<file path="src/rtl/regfile_writeback_arbiter.sv">
// Writeback arbiter: buffers core 0/1 results and drives the register file's two write ports.
// Optional WB_COLLISION_STATS_EN adds a saturating same-address collision counter.
module regfile_writeback_arbiter #(
   parameter int unsigned DEPTH  = 4,
   parameter int unsigned ADDR_W = 7,
   parameter int unsigned DATA_W = 128
) (
   input  logic              clk,
   input  logic              reset,
   input  logic              in0_valid,
   output logic              in0_ready,
   input  logic [ADDR_W-1:0] in0_addr,
   input  logic [DATA_W-1:0] in0_data,
   input  logic              in1_valid,
   output logic              in1_ready,
   input  logic [ADDR_W-1:0] in1_addr,
   input  logic [DATA_W-1:0] in1_data,
   output logic              write_signal_1,
   output logic [ADDR_W-1:0] write_addr_1,
   output logic [DATA_W-1:0] data_write_1,
   output logic              write_signal_2,
   output logic [ADDR_W-1:0] write_addr_2,
   output logic [DATA_W-1:0] data_write_2,
`ifdef WB_COLLISION_STATS_EN
   output logic [15:0]       collision_count,
`endif
   output logic              idle
);

   localparam int unsigned PTR_W = (DEPTH > 1) ? $clog2(DEPTH) : 1;
   localparam int unsigned CNT_W = PTR_W + 1;
   localparam logic [CNT_W-1:0] FULL = CNT_W'(DEPTH);

   logic [ADDR_W-1:0] fifo0_addr_q [DEPTH];
   logic [DATA_W-1:0] fifo0_data_q [DEPTH];
   logic [ADDR_W-1:0] fifo1_addr_q [DEPTH];
   logic [DATA_W-1:0] fifo1_data_q [DEPTH];

   logic [PTR_W-1:0] wr0_q, rd0_q, wr1_q, rd1_q;
   logic [CNT_W-1:0] count0_q, count0_d, count1_q, count1_d;
   logic             prio_q, prio_d;

   logic              ws1_q, ws2_q;
   logic [ADDR_W-1:0] addr1_q, addr2_q;
   logic [DATA_W-1:0] data1_q, data2_q;

   logic              push0, push1, pop0, pop1, collision;
   logic              head0_valid, head1_valid;
   logic [ADDR_W-1:0] head0_addr, head1_addr;
   logic [DATA_W-1:0] head0_data, head1_data;

   assign in0_ready = (count0_q != FULL);
   assign in1_ready = (count1_q != FULL);

   // Pinned registers 0 and 20 complete the handshake but are never queued
   assign push0 = in0_valid && in0_ready &&
                  (in0_addr != ADDR_W'(0)) && (in0_addr != ADDR_W'(20));
   assign push1 = in1_valid && in1_ready &&
                  (in1_addr != ADDR_W'(0)) && (in1_addr != ADDR_W'(20));

   assign head0_valid = (count0_q != '0);
   assign head1_valid = (count1_q != '0);
   assign head0_addr  = fifo0_addr_q[rd0_q];
   assign head0_data  = fifo0_data_q[rd0_q];
   assign head1_addr  = fifo1_addr_q[rd1_q];
   assign head1_data  = fifo1_data_q[rd1_q];

   always_comb begin
      pop0      = 1'b0;
      pop1      = 1'b0;
      collision = 1'b0;
      prio_d    = prio_q;
      if (head0_valid && head1_valid && (head0_addr == head1_addr)) begin
         // Same target: priority core writes first, the other follows next cycle
         collision = 1'b1;
         if (!prio_q) begin
            pop0 = 1'b1;
         end else begin
            pop1 = 1'b1;
         end
         prio_d = ~prio_q;
      end else begin
         pop0 = head0_valid;
         pop1 = head1_valid;
      end
   end

   always_comb begin
      count0_d = count0_q + CNT_W'(push0) - CNT_W'(pop0);
      count1_d = count1_q + CNT_W'(push1) - CNT_W'(pop1);
   end

   always_ff @(posedge clk) begin
      if (reset) begin
         wr0_q    <= '0;
         rd0_q    <= '0;
         wr1_q    <= '0;
         rd1_q    <= '0;
         count0_q <= '0;
         count1_q <= '0;
         prio_q   <= 1'b0;
         ws1_q    <= 1'b0;
         ws2_q    <= 1'b0;
         addr1_q  <= '0;
         addr2_q  <= '0;
         data1_q  <= '0;
         data2_q  <= '0;
      end else begin
         count0_q <= count0_d;
         count1_q <= count1_d;
         prio_q   <= prio_d;
         ws1_q    <= pop0;
         ws2_q    <= pop1;
         if (push0) wr0_q <= wr0_q + PTR_W'(1);
         if (push1) wr1_q <= wr1_q + PTR_W'(1);
         if (pop0) begin
            rd0_q   <= rd0_q + PTR_W'(1);
            addr1_q <= head0_addr;
            data1_q <= head0_data;
         end
         if (pop1) begin
            rd1_q   <= rd1_q + PTR_W'(1);
            addr2_q <= head1_addr;
            data2_q <= head1_data;
         end
      end
   end

   // Storage needs no reset: validity is tracked by the counts
   always_ff @(posedge clk) begin
      if (push0) begin
         fifo0_addr_q[wr0_q] <= in0_addr;
         fifo0_data_q[wr0_q] <= in0_data;
      end
      if (push1) begin
         fifo1_addr_q[wr1_q] <= in1_addr;
         fifo1_data_q[wr1_q] <= in1_data;
      end
   end

`ifdef WB_COLLISION_STATS_EN
   logic [15:0] coll_cnt_q;

   always_ff @(posedge clk) begin
      if (reset) begin
         coll_cnt_q <= '0;
      end else if (collision && (coll_cnt_q != 16'hFFFF)) begin
         coll_cnt_q <= coll_cnt_q + 16'd1;
      end
   end

   assign collision_count = coll_cnt_q;
`endif

   assign write_signal_1 = ws1_q;
   assign write_addr_1   = addr1_q;
   assign data_write_1   = data1_q;
   assign write_signal_2 = ws2_q;
   assign write_addr_2   = addr2_q;
   assign data_write_2   = data2_q;

   assign idle = (count0_q == '0) && (count1_q == '0) && !ws1_q && !ws2_q;

endmodule

</file>
<file path="config.mk">
export PLATFORM = sky130hd
export DESIGN_NAME = regfile_writeback_arbiter
export DESIGN_NICKNAME = d
export VERILOG_FILES = /design/src/rtl/regfile_writeback_arbiter.sv
export SDC_FILE = /design/constraint.sdc
export NUM_CORES = 1
export LEC_CHECK = 0
export ABC_AREA = 1
export ABC_CLOCK_PERIOD_IN_PS = 9000
export CORE_ASPECT_RATIO = 0.6
export CORE_MARGIN = 8
export CORE_UTILIZATION = 50
export CTS_BUF_LIST = sky130_fd_sc_hd__clkbuf_2 sky130_fd_sc_hd__clkbuf_4 sky130_fd_sc_hd__clkbuf_8
export DETAILED_ROUTE_END_ITERATION = 10
export GPL_ROUTABILITY_DRIVEN = 0
export HOLD_SLACK_MARGIN = 0.06
export PLACE_DENSITY = 0.75
export SETUP_SLACK_MARGIN = 0.02
export SYNTH_ARGS = -nofsm -noshare
export SYNTH_HDL_FRONTEND = slang
export SYNTH_SLANG_ARGS = --single-unit
</file>
<file path="constraint.sdc">
create_clock -name clk -period 9 [get_ports clk]
set_input_delay 1.8 -clock clk [delete_from_list [all_inputs] [get_ports clk]]
set_output_delay 1.8 -clock clk [all_outputs]
set_load 0.01 [all_outputs]
</file>
==> results.yml <==
routing:
  vias: 35500
  routed_wl_microns: 137000
  via_per_inst: 5.43
  postRouteAntennaNets: 0
  dr.pass1.iters: 6
  wl_per_cell_microns: 21.0
  route.detailed.drc: 0
  drtIter0Drc: 3446
synth:
  synth_area_leaders: "edfxtp_1 62%, dfxtp_1 11%, nand2_1 5.9%, nor2_1 5.8%, nand3_1 2.9%"
  synth_top_area_share_pct: 62.2
  synth_nets: 4739
  synth_top_cell_by_area: "edfxtp_1"
  ys.flop_type: "edfxtp_1"
  yosysMostFrequentCell: "edfxtp_1"
  synth-edff-count: 1080
  synth-async-reset-ratio_pct: 0
  synth_area_per_cell_sq_um: 11.7
  synthCells: 4453
  synthesis.area_sq_um: 52200
  synth-seq-area-share_pct: 73.3
  synth_cell_types: 31
  synth_warnings: 0
  synth_top_cells_by_count: "1,080 x edfxtp_1, 824 x nand2_1, 804 x nor2_1"
  ys_ff_latch: 1371
floorplan:
  core_area_sq_um: 103000
  die-area_sq_um: 115000
  fp-row-count: 91
  die_h_microns: 266
  io_pins: 549
  fp.dieW_microns: 433
  initial_core_util_pct: 50.6
clock_network:
  ctsHoldBuffers: 0
  clkTransAtPathRegs_ps: 60
  cts_resized: 0
  post_cts_buffers: 0
  clock_sinks: 1371
  cts_buffers: 191
  cts_tree: "yes"
  cts_root_buffer: "clkbuf_8"
  htree_levels: 4
  clk_latency_ps: 900
  cts.path.max_buffers: 3
power:
  ir_worst_vdd_v: 0.000284
  p_leak_nw: 23.2
  p_per_area_nw_per_um2: 326
sta:
  worstMarginPinSlew_ps: 1190
  relSlewSlack_pct: 21.0
  hold_viol_final: 0
  setup_ws_ps: 4190
  setup_viol: 0
  fmax_ghz: 0.208
  setup-tns-final_ps: 0
  period_share_pct: 53.4
  slew_violations: 0
  fin_skew_ps: 40.5
  fin_hold_ws_ps: 478
  rsz0062_at_grt: "no"
  fin_crit_ps: 4810
final_layout:
  post_route_cells_drive_above_1_share_pct: 8.18
  nets: 5229
  area_delta_synth_final_pct: 20.9
  final_cell_count_no_fill: 6537
  finish.instance_area_sq_um: 63000
setup_path:
  cp-end-kind: "output pin"
  critPathKind: "reg2out"
  cp_max_fo: 25
  crit_slowest_cell: "clkdlybuf4s50_1"
  arrival_ps: 3010
  cp_top_family: "simple AND/OR/NAND/NOR gates"
  required_ps: 7200
  start_kind: "flop"
  slowest_delay_ps: 670
  ff2ff_setup_slack_ps: 4620
  cp_num_buf_inv: 1
  cp_cell_sequence: "nor2_1 > nand2_4 > nor4_1 > clkdlybuf4s50_1"
place:
  postPlaceCellArea_sq_um: 58700
  dp.cells: 6145
  hpwl_microns: 80200
  pre_cts_slack_ps: 3710
  io_buffers: 548
global_routing:
  met2_usage_pct: 37.1
  grt_pass1_wl_microns: 207000
  antenna_found_initial: 40
  grt_overflow: 0
  met3_usage_pct: 5.29
  grt_max_degree: 156
  met1_usage_pct: 30.0
  top_usage_layer: "met2"
  grt_pass1_vias: 34500
  grt.total_usage_pct: 22.9
flow_run:
  maxCapViolCount: 0
hold_path:
  min_path_type: "reg2reg"
outcome:
  outcome: "finished clean"
[layer usage]
metal / up-vias / share of wire [%]
li1: 16600 / -
met1: 17300 / 41
met2: 1363 / 48
met3: 234 / 7.8
met4: 28 / 2.8
met5: - / 0.13
[area by class of cell]
| class | instances | area [sq um] |
|---|---|---|
| repair buffers | 589 | 5830 |
| flip-flops and latches | 1371 | 38300 |
| inverters | 177 | 692 |
| clock inverters | 57 | 599 |
| clock buffers | 303 | 3690 |
| fillers | 7957 | 40000 |
| well taps | 1395 | 1750 |
| diodes | 32 | 80.1 |
| multi-input cells | 2613 | 12100 |
[path summary, 6_finish.rpt]
check                                start                             to  cells past startpoint
max reg2reg                           flop         count1_q[2]$_SDFF_PP0_                     18
min          data_write_2[66]$_SDFFE_PP0P_  data_write_2[66]$_SDFFE_PP0P_                      2
min reg2reg  data_write_2[66]$_SDFFE_PP0P_  data_write_2[66]$_SDFFE_PP0P_                      2
max                 count1_q[1]$_SDFF_PP0_                           idle                      4
[report_power, final]
| part | internal [mW] | switching, mW | leakage (nW) |
|---|---|---|---|
| Clock | 2.91 | 2.40 | 2.27 |
| Sequential | 7.92 | 0.555 | 12.3 |
| Combinational | 2.53 | 4.23 | 8.64 |
| Total | 13.4 | 7.19 | 23.2 |
[state kept, by name (all words and copies together), names as in the netlist, named ones only]
| signal | flops |
|---|---|
| fifo0_data_q | 512 |
| fifo1_data_q | 512 |
| data_write_1 | 128 |
| data_write_2 | 128 |
| fifo0_addr_q | 28 |
| fifo1_addr_q | 28 |
| write_addr_1 | 7 |
| write_addr_2 | 7 |
| count0_q | 3 |
| count1_q | 3 |
| rd0_q | 2 |
| rd1_q | 2 |
| wr0_q | 2 |
| wr1_q | 2 |
| prio_q | 1 |
| write_signal_1 | 1 |
| write_signal_2 | 1 |
[cells by family (layout without fill, tap and decap cells)]
group / count (synthesis) / after routing / synth area share (%)
flops: 1371 / 1371 / 73.3
simple gates: 1945 / 1945 / 14.8
xor+xnor: 5 / 5 / 0.0840
other cells: 0 / 32 / 0
fa+ha+maj: 12 / 12 / 0.317
compound gates: 651 / 651 / 7.87
buf+inv: 469 / 1126 / 3.61
[cells in the final DEF, fill, tap and decap left out, types with 3 or more instances in the layout]
master,instances
nor2_4,8
nor2_1,796
nand2_1,818
inv_12,3
nand2_4,3
a32o_1,137
inv_6,9
nand2_2,5
dfxtp_1,287
clkinv_1,16
clkbuf_4,77
buf_4,38
clkinvlp_4,4
buf_12,3
bufinv_16,10
diode_2,32
inv_1,169
o22ai_1,119
inv_2,3
xor2_1,3
nand3_4,3
edfxtp_1,1080
o21ai_0,243
a21oi_1,147
clkbuf_8,226
clkdlybuf4s50_1,548
nand3_1,305
ha_1,10
clkinv_2,16
[stage by stage]
step / power [mW] / utilization [%]
5_1_grt: 21.7 / 61.2
2_1_floorplan: 12.8 / -
4_1_cts: 20.7 / 61.1
6_report: 20.5 / 61.2
3_5_place_dp: 15.4 / 56.9
3_3_place_gp: 15.2 / 56.9
[worst register-to-register path: stages (launching register included)]
cell and delay (ps):
dfxtp_1 710, inv_2 270, nand2_1 150, nand3_1 90, nand2_1 160, nand2_1 70, nand2_1 70, nand2_1 70
nor2_2 250, nand2_1 170, nand2_2 80, buf_4 550, nand2_4 440, nand2_1 230, nand2_1 90, ha_1 210
fa_1 410, xor2_1 170, nor2_1 60
Power figures use the tool's default switching activity.
